`src/rtl/interp_pkg.sv`:
```
// Shared constants, coefficient table and helper functions for interp_fir_pipe.
//   Widths: IN_W input pixel, OUT_W output pixel, COEF_W signed coefficient,
//   PROD_W per-tap product, ACC_W tap-sum accumulator.
//   COEF_TABLE[phase][tap]: tap 0 is the oldest sample; each row sums to 2^SHIFT.
package interp_pkg;

  localparam int unsigned IN_W   = 8;
  localparam int unsigned OUT_W  = 8;
  localparam int unsigned COEF_W = 8;
  localparam int unsigned N_TAPS = 4;
  localparam int unsigned PHASES = 16;
  localparam int unsigned SHIFT  = 6;

  localparam int unsigned PH_W   = $clog2(PHASES);
  localparam int unsigned FILL_W = $clog2(N_TAPS + 1);
  localparam int unsigned PROD_W = IN_W + COEF_W + 1;
  localparam int unsigned ACC_W  = PROD_W + $clog2(N_TAPS);
  localparam int unsigned ROUND  = 1 << (SHIFT - 1);
  localparam int          PIX_MAX = (1 << OUT_W) - 1;

  // 1/16-sample chroma-style 4-tap interpolation rows, mirror-symmetric about phase 8.
  localparam int COEF_TABLE [PHASES][N_TAPS] = '{
    '{ 0, 64,  0,  0},
    '{-2, 62,  4,  0},
    '{-2, 58, 10, -2},
    '{-4, 56, 14, -2},
    '{-4, 54, 16, -2},
    '{-6, 52, 20, -2},
    '{-6, 46, 28, -4},
    '{-4, 42, 30, -4},
    '{-4, 36, 36, -4},
    '{-4, 30, 42, -4},
    '{-4, 28, 46, -6},
    '{-2, 20, 52, -6},
    '{-2, 16, 54, -4},
    '{-2, 14, 56, -4},
    '{-2, 10, 58, -2},
    '{ 0,  4, 62, -2}
  };

  // Per-stage pipeline tag.
  typedef struct packed {
    logic valid;
    logic eol;
  } pipe_tag_t;

  // Out-of-range phase codes fall back to the integer-position row.
  function automatic logic [PH_W-1:0] phase_sel(input logic [PH_W-1:0] ph);
    return (int'(ph) < int'(PHASES)) ? ph : '0;
  endfunction

  // Multiply by a constant coefficient as a sum of shifted copies of x.
  function automatic logic signed [PROD_W-1:0] shift_add_mult(input logic [IN_W-1:0] x,
                                                             input int coef);
    logic signed [PROD_W-1:0] acc;
    logic signed [PROD_W-1:0] xs;
    int mag;
    acc = '0;
    xs  = PROD_W'(x);
    mag = (coef < 0) ? -coef : coef;
    for (int b = 0; b < int'(COEF_W); b++) begin
      if (((mag >> b) & 1) != 0) acc = acc + (xs <<< b);
    end
    return (coef < 0) ? -acc : acc;
  endfunction

  // Saturate a signed filter result into the unsigned output pixel range.
  function automatic logic [OUT_W-1:0] clip_pix(input logic signed [ACC_W-1:0] r);
    if (int'(r) < 0) return '0;
    if (int'(r) > PIX_MAX) return '1;
    return r[OUT_W-1:0];
  endfunction

endpackage

```
`src/rtl/interp_coef_mult.sv`:
```
// Phase-selected constant multiplier for one filter tap (combinational).
//   pix    : window sample at this tap
//   phase  : coefficient row (already range-checked by the parent)
//   prod_c : signed product pix * COEF_TABLE[phase][TAP]
module interp_coef_mult
  import interp_pkg::*;
#(
  parameter int unsigned TAP = 0
) (
  input  logic [IN_W-1:0]          pix,
  input  logic [PH_W-1:0]          phase,
  output logic signed [PROD_W-1:0] prod_c
);

  logic signed [PROD_W-1:0] row_prod [PHASES];

  // One fixed shift-add network per phase; the phase only steers the result mux.
  for (genvar p = 0; p < int'(PHASES); p++) begin : g_phase
    assign row_prod[p] = shift_add_mult(pix, COEF_TABLE[p][TAP]);
  end

  assign prod_c = row_prod[phase];

endmodule

```
`src/rtl/interp_fir_pipe.sv`:
```
// Streaming N_TAPS fractional-sample interpolation filter with valid/ready flow.
//   clk, rst_n          : clock, async active-low reset
//   in_valid/in_ready   : input handshake (in_ready is the global pipeline enable)
//   in_pix, in_phase    : sample and coefficient row for the window it completes
//   in_sol, in_eol      : row start / row end markers
//   out_valid/out_ready : output handshake
//   out_pix, out_eol    : rounded, clipped result and the completing beat's eol
// Stages: 0 window shift, 1 per-tap products, 2 sum/round/shift, 3 clip.
module interp_fir_pipe
  import interp_pkg::*;
(
  input  logic             clk,
  input  logic             rst_n,
  input  logic             in_valid,
  output logic             in_ready,
  input  logic [IN_W-1:0]  in_pix,
  input  logic [PH_W-1:0]  in_phase,
  input  logic             in_sol,
  input  logic             in_eol,
  output logic             out_valid,
  input  logic             out_ready,
  output logic [OUT_W-1:0] out_pix,
  output logic             out_eol
);

  logic                     en;
  logic                     accept;
  logic [IN_W-1:0]          taps_q [N_TAPS];
  logic [FILL_W-1:0]        fill_q;
  logic [FILL_W-1:0]        fill_next;
  logic                     win_done;
  logic [PH_W-1:0]          ph0_q;
  pipe_tag_t                tag0_q;
  pipe_tag_t                tag1_q;
  pipe_tag_t                tag2_q;
  logic signed [PROD_W-1:0] prod_c [N_TAPS];
  logic signed [PROD_W-1:0] prod_q [N_TAPS];
  logic signed [ACC_W-1:0]  acc_c;
  logic signed [ACC_W-1:0]  r_q;

  // Whole pipe advances together; it only stalls when a result is waiting.
  assign en       = ~out_valid | out_ready;
  assign in_ready = en;
  assign accept   = in_valid & en;

  // Fill count after this beat: a row start counts only itself, otherwise saturate.
  always_comb begin
    fill_next = fill_q;
    if (in_sol) begin
      fill_next = FILL_W'(1);
    end else if (fill_q < FILL_W'(N_TAPS)) begin
      fill_next = fill_q + FILL_W'(1);
    end
  end

  assign win_done = (fill_next == FILL_W'(N_TAPS));

  // Stage 0: sliding window, newest sample enters at the top tap.
  always_ff @(posedge clk or negedge rst_n) begin
    if (!rst_n) begin
      for (int k = 0; k < int'(N_TAPS); k++) taps_q[k] <= '0;
      fill_q <= '0;
      ph0_q  <= '0;
      tag0_q <= '0;
    end else if (en) begin
      tag0_q.valid <= accept & win_done;
      if (accept) begin
        for (int k = 0; k < int'(N_TAPS) - 1; k++) taps_q[k] <= taps_q[k+1];
        taps_q[N_TAPS-1] <= in_pix;
        fill_q           <= fill_next;
        ph0_q            <= phase_sel(in_phase);
        tag0_q.eol       <= in_eol;
      end
    end
  end

  for (genvar k = 0; k < int'(N_TAPS); k++) begin : g_tap
    interp_coef_mult #(
      .TAP(k)
    ) u_mult (
      .pix   (taps_q[k]),
      .phase (ph0_q),
      .prod_c(prod_c[k])
    );
  end

  // Stage 1: register tap products.
  always_ff @(posedge clk or negedge rst_n) begin
    if (!rst_n) begin
      for (int k = 0; k < int'(N_TAPS); k++) prod_q[k] <= '0;
      tag1_q <= '0;
    end else if (en) begin
      for (int k = 0; k < int'(N_TAPS); k++) prod_q[k] <= prod_c[k];
      tag1_q <= tag0_q;
    end
  end

  // Tap sum with half-LSB rounding offset ahead of the normalising shift.
  always_comb begin
    acc_c = ACC_W'(ROUND);
    for (int k = 0; k < int'(N_TAPS); k++) acc_c = acc_c + ACC_W'(prod_q[k]);
  end

  // Stage 2: arithmetic shift floors negative sums.
  always_ff @(posedge clk or negedge rst_n) begin
    if (!rst_n) begin
      r_q    <= '0;
      tag2_q <= '0;
    end else if (en) begin
      r_q    <= acc_c >>> SHIFT;
      tag2_q <= tag1_q;
    end
  end

  // Stage 3: clip into the output pixel range.
  always_ff @(posedge clk or negedge rst_n) begin
    if (!rst_n) begin
      out_valid <= 1'b0;
      out_pix   <= '0;
      out_eol   <= 1'b0;
    end else if (en) begin
      out_valid <= tag2_q.valid;
      out_pix   <= clip_pix(r_q);
      out_eol   <= tag2_q.eol;
    end
  end

endmodule

```
`config.mk`:
```
export PLATFORM = sky130hd
export DESIGN_NAME = interp_fir_pipe
export DESIGN_NICKNAME = d
export VERILOG_FILES = /design/src/rtl/interp_pkg.sv /design/src/rtl/interp_coef_mult.sv /design/src/rtl/interp_fir_pipe.sv
export SDC_FILE = /design/constraint.sdc
export NUM_CORES = 1
export LEC_CHECK = 0
export ABC_AREA = 1
export BUFFER_PORTS_ARGS = -buffer_cell sky130_fd_sc_hd__clkbuf_2
export CORE_MARGIN = 1.5
export CORE_UTILIZATION = 35
export CTS_CLUSTER_SIZE = 25
export DETAILED_ROUTE_END_ITERATION = 12
export PLACE_DENSITY = 0.59
export SLEW_MARGIN = 15
export SYNTH_ARGS = -nofsm -noshare
export SYNTH_HDL_FRONTEND = slang
export SYNTH_SLANG_ARGS = --single-unit
```
`constraint.sdc`:
```
create_clock -name clk -period 6.55 [get_ports clk]
set_input_delay 0.655 -clock clk [delete_from_list [all_inputs] [get_ports clk]]
set_output_delay 0.655 -clock clk [all_outputs]
set_load 0.05 [all_outputs]
```
# Word-level counts from Yosys, hierarchy flattened
# Cells that the tools add are included.
[classes]
addsub = 49
n_lt_le_gt_ge = 4
n_eq_ne = 1
n_mux = 23
bitwise_logic = 5
reduce_logical = 1
[op_table]
columns = ["operator", "count"]
rows = [
  ["binary-select mux 17 bit (select 4 bit)", 4],
  ["adder 17 x 14 -> 17 bit", 12],
  ["2-to-1 mux 17 bit", 8],
  ["adder 17 x 13 -> 17 bit", 6],
  ["adder 9 x 10 -> 11 bit", 4],
  ["adder 19 x 17 -> 19 bit", 2],
  ["adder 17 x 12 -> 17 bit", 2],
  ["negator 10 -> 17 bit", 2],
  ["negator 17 bit", 2],
  ["negator 9 -> 17 bit", 2],
  ["2-to-1 mux 8 bit", 4],
  ["adder 10 x 13 -> 14 bit", 2],
  ["adder 13 x 13 -> 14 bit", 2],
  ["adder 10 x 12 -> 13 bit", 2],
  ["adder 11 x 12 -> 13 bit", 2],
  ["adder 12 x 12 -> 13 bit", 2],
  ["adder 10 x 11 -> 12 bit", 2],
  ["adder 9 x 11 -> 12 bit", 2],
  ["adder 18 x 17 -> 19 bit", 1],
  ["adder 7 x 17 -> 18 bit, first input constant", 1],
  ["> comparator 13 x 9 -> 1 bit, second input constant", 1],
  ["< comparator 13 x 1 -> 1 bit, second input constant", 1],
  ["2-to-1 mux 3 bit", 2],
  [">= comparator 5 bit, second input constant", 1],
  ["other kinds (9)", 14],
]
[totals]
ff_bits = 136
input_bits = 18
output_inout_bits = 11
word_cells = 103

# Longest topological paths before layout
[logic_depth]
ltp_word = 7
mapped_depth = 36
depth_no_buf = 36

# By module
# A second synthesis with hierarchy kept.
[unflattened]
hier_cells = 3386
area_unflattened_um2 = 21708.3
[by_module_without_submodules]
columns = ["mod", "instances", "cells_per_inst", "area_each_um2", "seq_area_each_um2"]
rows = [
  ["interp_fir_pipe", 1, 817, 7055.5, 3403.3],
  ["interp_coef_mult at g_tap[2].u_mult", 1, 1083, 6158.4, 0.0],
  ["interp_coef_mult at g_tap[1].u_mult", 1, 1020, 5894.4, 0.0],
  ["interp_coef_mult at g_tap[0].u_mult", 1, 244, 1360.1, 0.0],
  ["interp_coef_mult at g_tap[3].u_mult", 1, 222, 1239.9, 0.0],
]

# Worst setup path after synthesis
# OpenSTA, ideal clock, no wires.
[synth_timing]
path_kind = "register to register"
startpoint = "register taps_q[17] in the netlist's numbering"
endpoint = "register prod_q[45] in the netlist's numbering"
setup_time_ns = 0.127
arrival_ns = 5.000
required_time_ns = 6.423
slack_ns = 1.424
stages_incl_launch_ff = 32
path_buffers = 0
period_less_slack_ns = 5.126
cell_sequence = "dfrtp_1 ha_1 fa_1 a21oi_1 o21bai_1 xor2_1 inv_1 ha_1 a21oi_1 nand2_1 or2_2 nand2_1 inv_1 ha_1 nand2_1 o21ai_0 nand3_1 nand2_1 nand2_1 nand2_1 inv_1 ha_1 nand2_1 or2_2 nand3_1 nand2_1 nand3_1 nand4_1 nand2_1 nand2_1 nand2_1 nand3_1"
[synth_via]
elab_chain_cells = 7
elab_cells_between_ends = 21
classes_between = "add/sub: 18; mux: 3"
[synth_lines]
columns = ["element", "line_no", "source"]
rows = [
  ["start: declaration", "interp_fir_pipe.sv:28", "logic [IN_W-1:0] taps_q [N_TAPS];"],
  ["start signal: indexed assignment", "interp_fir_pipe.sv:69", "taps_q[N_TAPS-1] <= in_pix;"],
  ["adder 9 x 10 -> 11 bit", "interp_pkg.sv:62", "if (((mag >> b) & 1) != 0) acc = acc + (xs <<< b);"],
  ["adder 17 x 12 -> 17 bit", "interp_pkg.sv:62", ""],
  ["adder 17 x 13 -> 17 bit", "interp_pkg.sv:62", ""],
  ["adder 17 x 14 -> 17 bit", "interp_pkg.sv:62", ""],
  ["binary-select mux 17 bit (select 4 bit) *", "interp_coef_mult.sv:22", "assign prod_c = row_prod[phase];"],
  ["2-to-1 mux 17 bit (implied by the code) * (2 in series)", "interp_coef_mult.sv:22", ""],
  ["end: declaration", "interp_fir_pipe.sv:37", "logic signed [PROD_W-1:0] prod_q [N_TAPS];"],
]
# Every way passes the cells marked *; elsewhere a longest branch is shown, timed or not. The select of a mux whose other input is x is not followed.
# A chain may end at the register's enable or synchronous reset.

# Final worst setup path
[layout_timing]
startpoint = "register taps_q[17] in the netlist's numbering"
endpoint = "register prod_q[43] in the netlist's numbering"
# Same word-level chain as after synthesis.

==> impl_metrics.json <==
{
  "clockBufferDepth": 2,
  "cap_violations": 0,
  "firstDrtPassIters": 6,
  "rsz0062_at_grt": "no",
  "synthDistinctLibCells": 59,
  "vias_per_cell": 5.465,
  "finalCritPeriodShare": 0.8696,
  "overflow": 0,
  "ir_worst_vdd_v": 0.0003991,
  "clkTransAtPathRegs_ns": 0.07,
  "ff2ff_setup_slack_ns": 0.85,
  "seq_area_um2": 3154,
  "p_comb_frac": 0.778,
  "drc": 0,
  "yosys.area.top_type": "nand2_1",
  "gp_congestion": 0.9799,
  "instances_no_fill": 3756,
  "synth-async-reset-ratio": 1.000,
  "rr_endpoint": "prod_q[43]$_DFFE_PN0N_",
  "hold_class": "primary input to asynchronous set/reset pin",
  "port_buffers": 28,
  "cts_setup_buffers": 0,
  "dp_hpwl_mm": 55.47,
  "end_kind": "flop",
  "p_sw_frac": 0.5592,
  "cts_tree": "yes",
  "rows": 87,
  "fin_crit_ns": 5.696,
  "worst_clock_skew_ns": 0.01399,
  "worstSetupStartpointType": "flop",
  "start_util": 0.3531,
  "syn_avg_cell_area_um2": 6.635,
  "chipWidth_um": 241.0,
  "first_iter_violations": 2017,
  "cp_max_fo": 13,
  "multi_input_area_um2": 14760,
  "synthCells": 2989,
  "synth_top_cells_by_area": "nand2_1, dfrtp_1, ha_1",
  "area_delta_synth_final_pct": 8.334,
  "drive_gt1_frac": 0.05000,
  "power.internal_w": 0.004807,
  "power.switching_w": 0.006098,
  "syn_area_um2": 19830,
  "finalSetupTns_ns": 0,
  "yosysTopAreaCellShare": 0.1626,
  "worst_slew_pin_slew_ns": 1.104,
  "critPathArrivalTime_ns": 6.00,
  "crit_type": "flop to flop",
  "avgRoutedWirePerCell_um": 19.44,
  "status": "finished clean",
  "antennaDiodeCount": 0,
  "slew_viol_final": 0,
  "hold_viol": 0,
  "rr_startpoint": "taps_q[17]$_DFFE_PN0P_",
  "synth_common_cells": "nand2_1, inv_1, nand3_1, ha_1, a21oi_1",
  "cts-root-buf": "clkbuf_16",
  "clkPwrFrac": 0.105,
  "ant_nets": 0,
  "worst_hold_slack_ns": 0.2145,
  "place_inst": 3724,
  "synth_edf_count": 0,
  "clock-sinks": 126,
  "grt_max_degree": 66,
  "synth_most_common_cell": "nand2_1",
  "die-area_um2": 58100,
  "dieHeight_um": 241.0,
  "ys_ff_latch": 126,
  "antenna_found_initial": 0,
  "p_seq_frac": 0.117,
  "r2r_cells": 26,
  "p_leak_nw": 11.42,
  "grt_use_total": 0.2539,
  "final_area_um2": 21490,
  "numCtsBuffers": 17,
  "ctsResizeCount": 0,
  "grt_pass1_vias": 19370,
  "io_pins": 29,
  "placed_cell_area_um2": 20810,
  "via_count": 20528,
  "nets": 3343,
  "core_um2": 56170,
  "powerDensity_nw_per_um2": 507.5,
  "htree_num_levels": 4,
  "power_w": 0.01090,
  "routed_wl_mm": 73.02,
  "grt_pass1_wl_mm": 113.6,
  "slew_headroom": 0.2620,
  "setup_violations": 0,
  "yosysWarnings": 0,
  "syn_nets": 3345,
  "yosysSeqAreaShare": 0.1590,
  "nFillCells": 6108,
  "critPathRequiredTime_ns": 6.86,
  "clkLatencyLatePin_ns": 0.43,
  "synth_top_flop_cell": "dfrtp_1",
  "hold_buffers": 0,
  "fmax_mhz": 175.6
}
placed cells by master, fill, tap and decap left out, drive strengths merged, types with 12 or more instances in the layout:
cell	count
xnor2	18
o211ai	15
o2111ai	14
dfrtp	126
nand2	864
inv	412
xor2	39
a31oi	12
nand3b	30
clkbuf	45
a21oi	216
o22ai	19
nand3	278
a21o	12
ha	247
nand4	71
o21bai	17
buf	38
fa	91
o21ai	182
or2	16
nor2	147
a22oi	13
nor3	12
registers in the layout, indices dropped and copies added, names as in the netlist:
| name | flops |
|---|---|
| prod_q | 58 |
| out_pix | 8 |
| ph0_q | 4 |
| taps_q | 32 |
| tag0_q | 2 |
| tag2_q | 2 |
| fill_q | 3 |
| out_eol | 1 |
| out_valid | 1 |
| r_q | 13 |
| tag1_q | 2 |
power groups by stage:
stage          combinational (W)  sequential, W  clock, W
2_1_floorplan            0.00611        0.00133         0
3_3_place_gp             0.00832        0.00128         0
3_5_place_dp             0.00831        0.00128         0
4_1_cts                  0.00837        0.00127   0.00115
5_1_grt                  0.00963        0.00130   0.00118
6_report                 0.00848        0.00127   0.00115
worst max-delay path, cell delays in order, from the launching register on:
cell      delay, ns
dfrtp_1        0.57
ha_1           0.33
fa_1           0.42
a21oi_1        0.17
o21bai_1       0.10
xor2_1         0.23
inv_1          0.10
ha_1           0.31
a21oi_1        0.13
nand2_1        0.12
or2_2          0.29
nand2_1        0.08
inv_1          0.08
ha_1           0.35
nand2_1        0.06
o21ai_0        0.38
xor2_1         0.23
inv_1          0.06
ha_1           0.35
a21oi_1        0.20
nand2_1        0.12
o21ai_0        0.29
nand4_1        0.14
nand2_1        0.08
nand3_1        0.11
a21boi_0       0.19
nand2_1        0.07
cell families (layout without fill, tap and decap cells):
family	count (synthesis)	in the layout	synth area share
compound gates	551	551	0.1592
fa+ha+maj	338	338	0.2477
buf+inv	491	502	0.09734
flops	126	126	0.1590
xor+xnor	57	57	0.02650
simple gates	1425	1425	0.3098
mux	1	1	0.0005047
metal layers:
metal,track usage,up-vias,part of all wire
met5,0,-,0
met4,0.1144,0,0.050
met3,0.03145,164,0.074
met2,0.3950,822,0.43
met1,0.3507,9594,0.44
li1,-,9948,-
area by class of cell:
type / instances / area share
repair buffers: 65 / 0.01974
clock buffers: 18 / 0.01997
clock inverters: 14 / 0.01165
multi-input cells: 2372 / 0.6871
inverters: 405 / 0.07075
well taps: 756 / 0.04403
flip-flops and latches: 126 / 0.1468
worst max-delay path by stage:
stage,start,end,depth (start not counted)
after floorplan,taps_q[17]$_DFFE_PN0P_,prod_q[45]$_DFFE_PN0N_,31
after CTS,taps_q[17]$_DFFE_PN0P_,prod_q[43]$_DFFE_PN0N_,26
after global placement,taps_q[17]$_DFFE_PN0P_,prod_q[43]$_DFFE_PN0N_,26
final,taps_q[17]$_DFFE_PN0P_,prod_q[43]$_DFFE_PN0N_,26
after global routing,taps_q[9]$_DFFE_PN0P_,prod_q[28]$_DFFE_PN0N_,33
after detailed placement,taps_q[17]$_DFFE_PN0P_,prod_q[43]$_DFFE_PN0N_,26
metrics by stage:
| stage | worst slack [ns] | util |
|---|---|---|
| final | 0.8539 | 0.3825 |
| after global routing | 0.4090 | 0.3825 |
| after CTS | 0.9815 | 0.3825 |
| after detailed placement | 1.003 | 0.3704 |
| after global placement | 1.021 | 0.3704 |
| after floorplan | 1.424 | - |
Power figures use the tool's default switching activity.
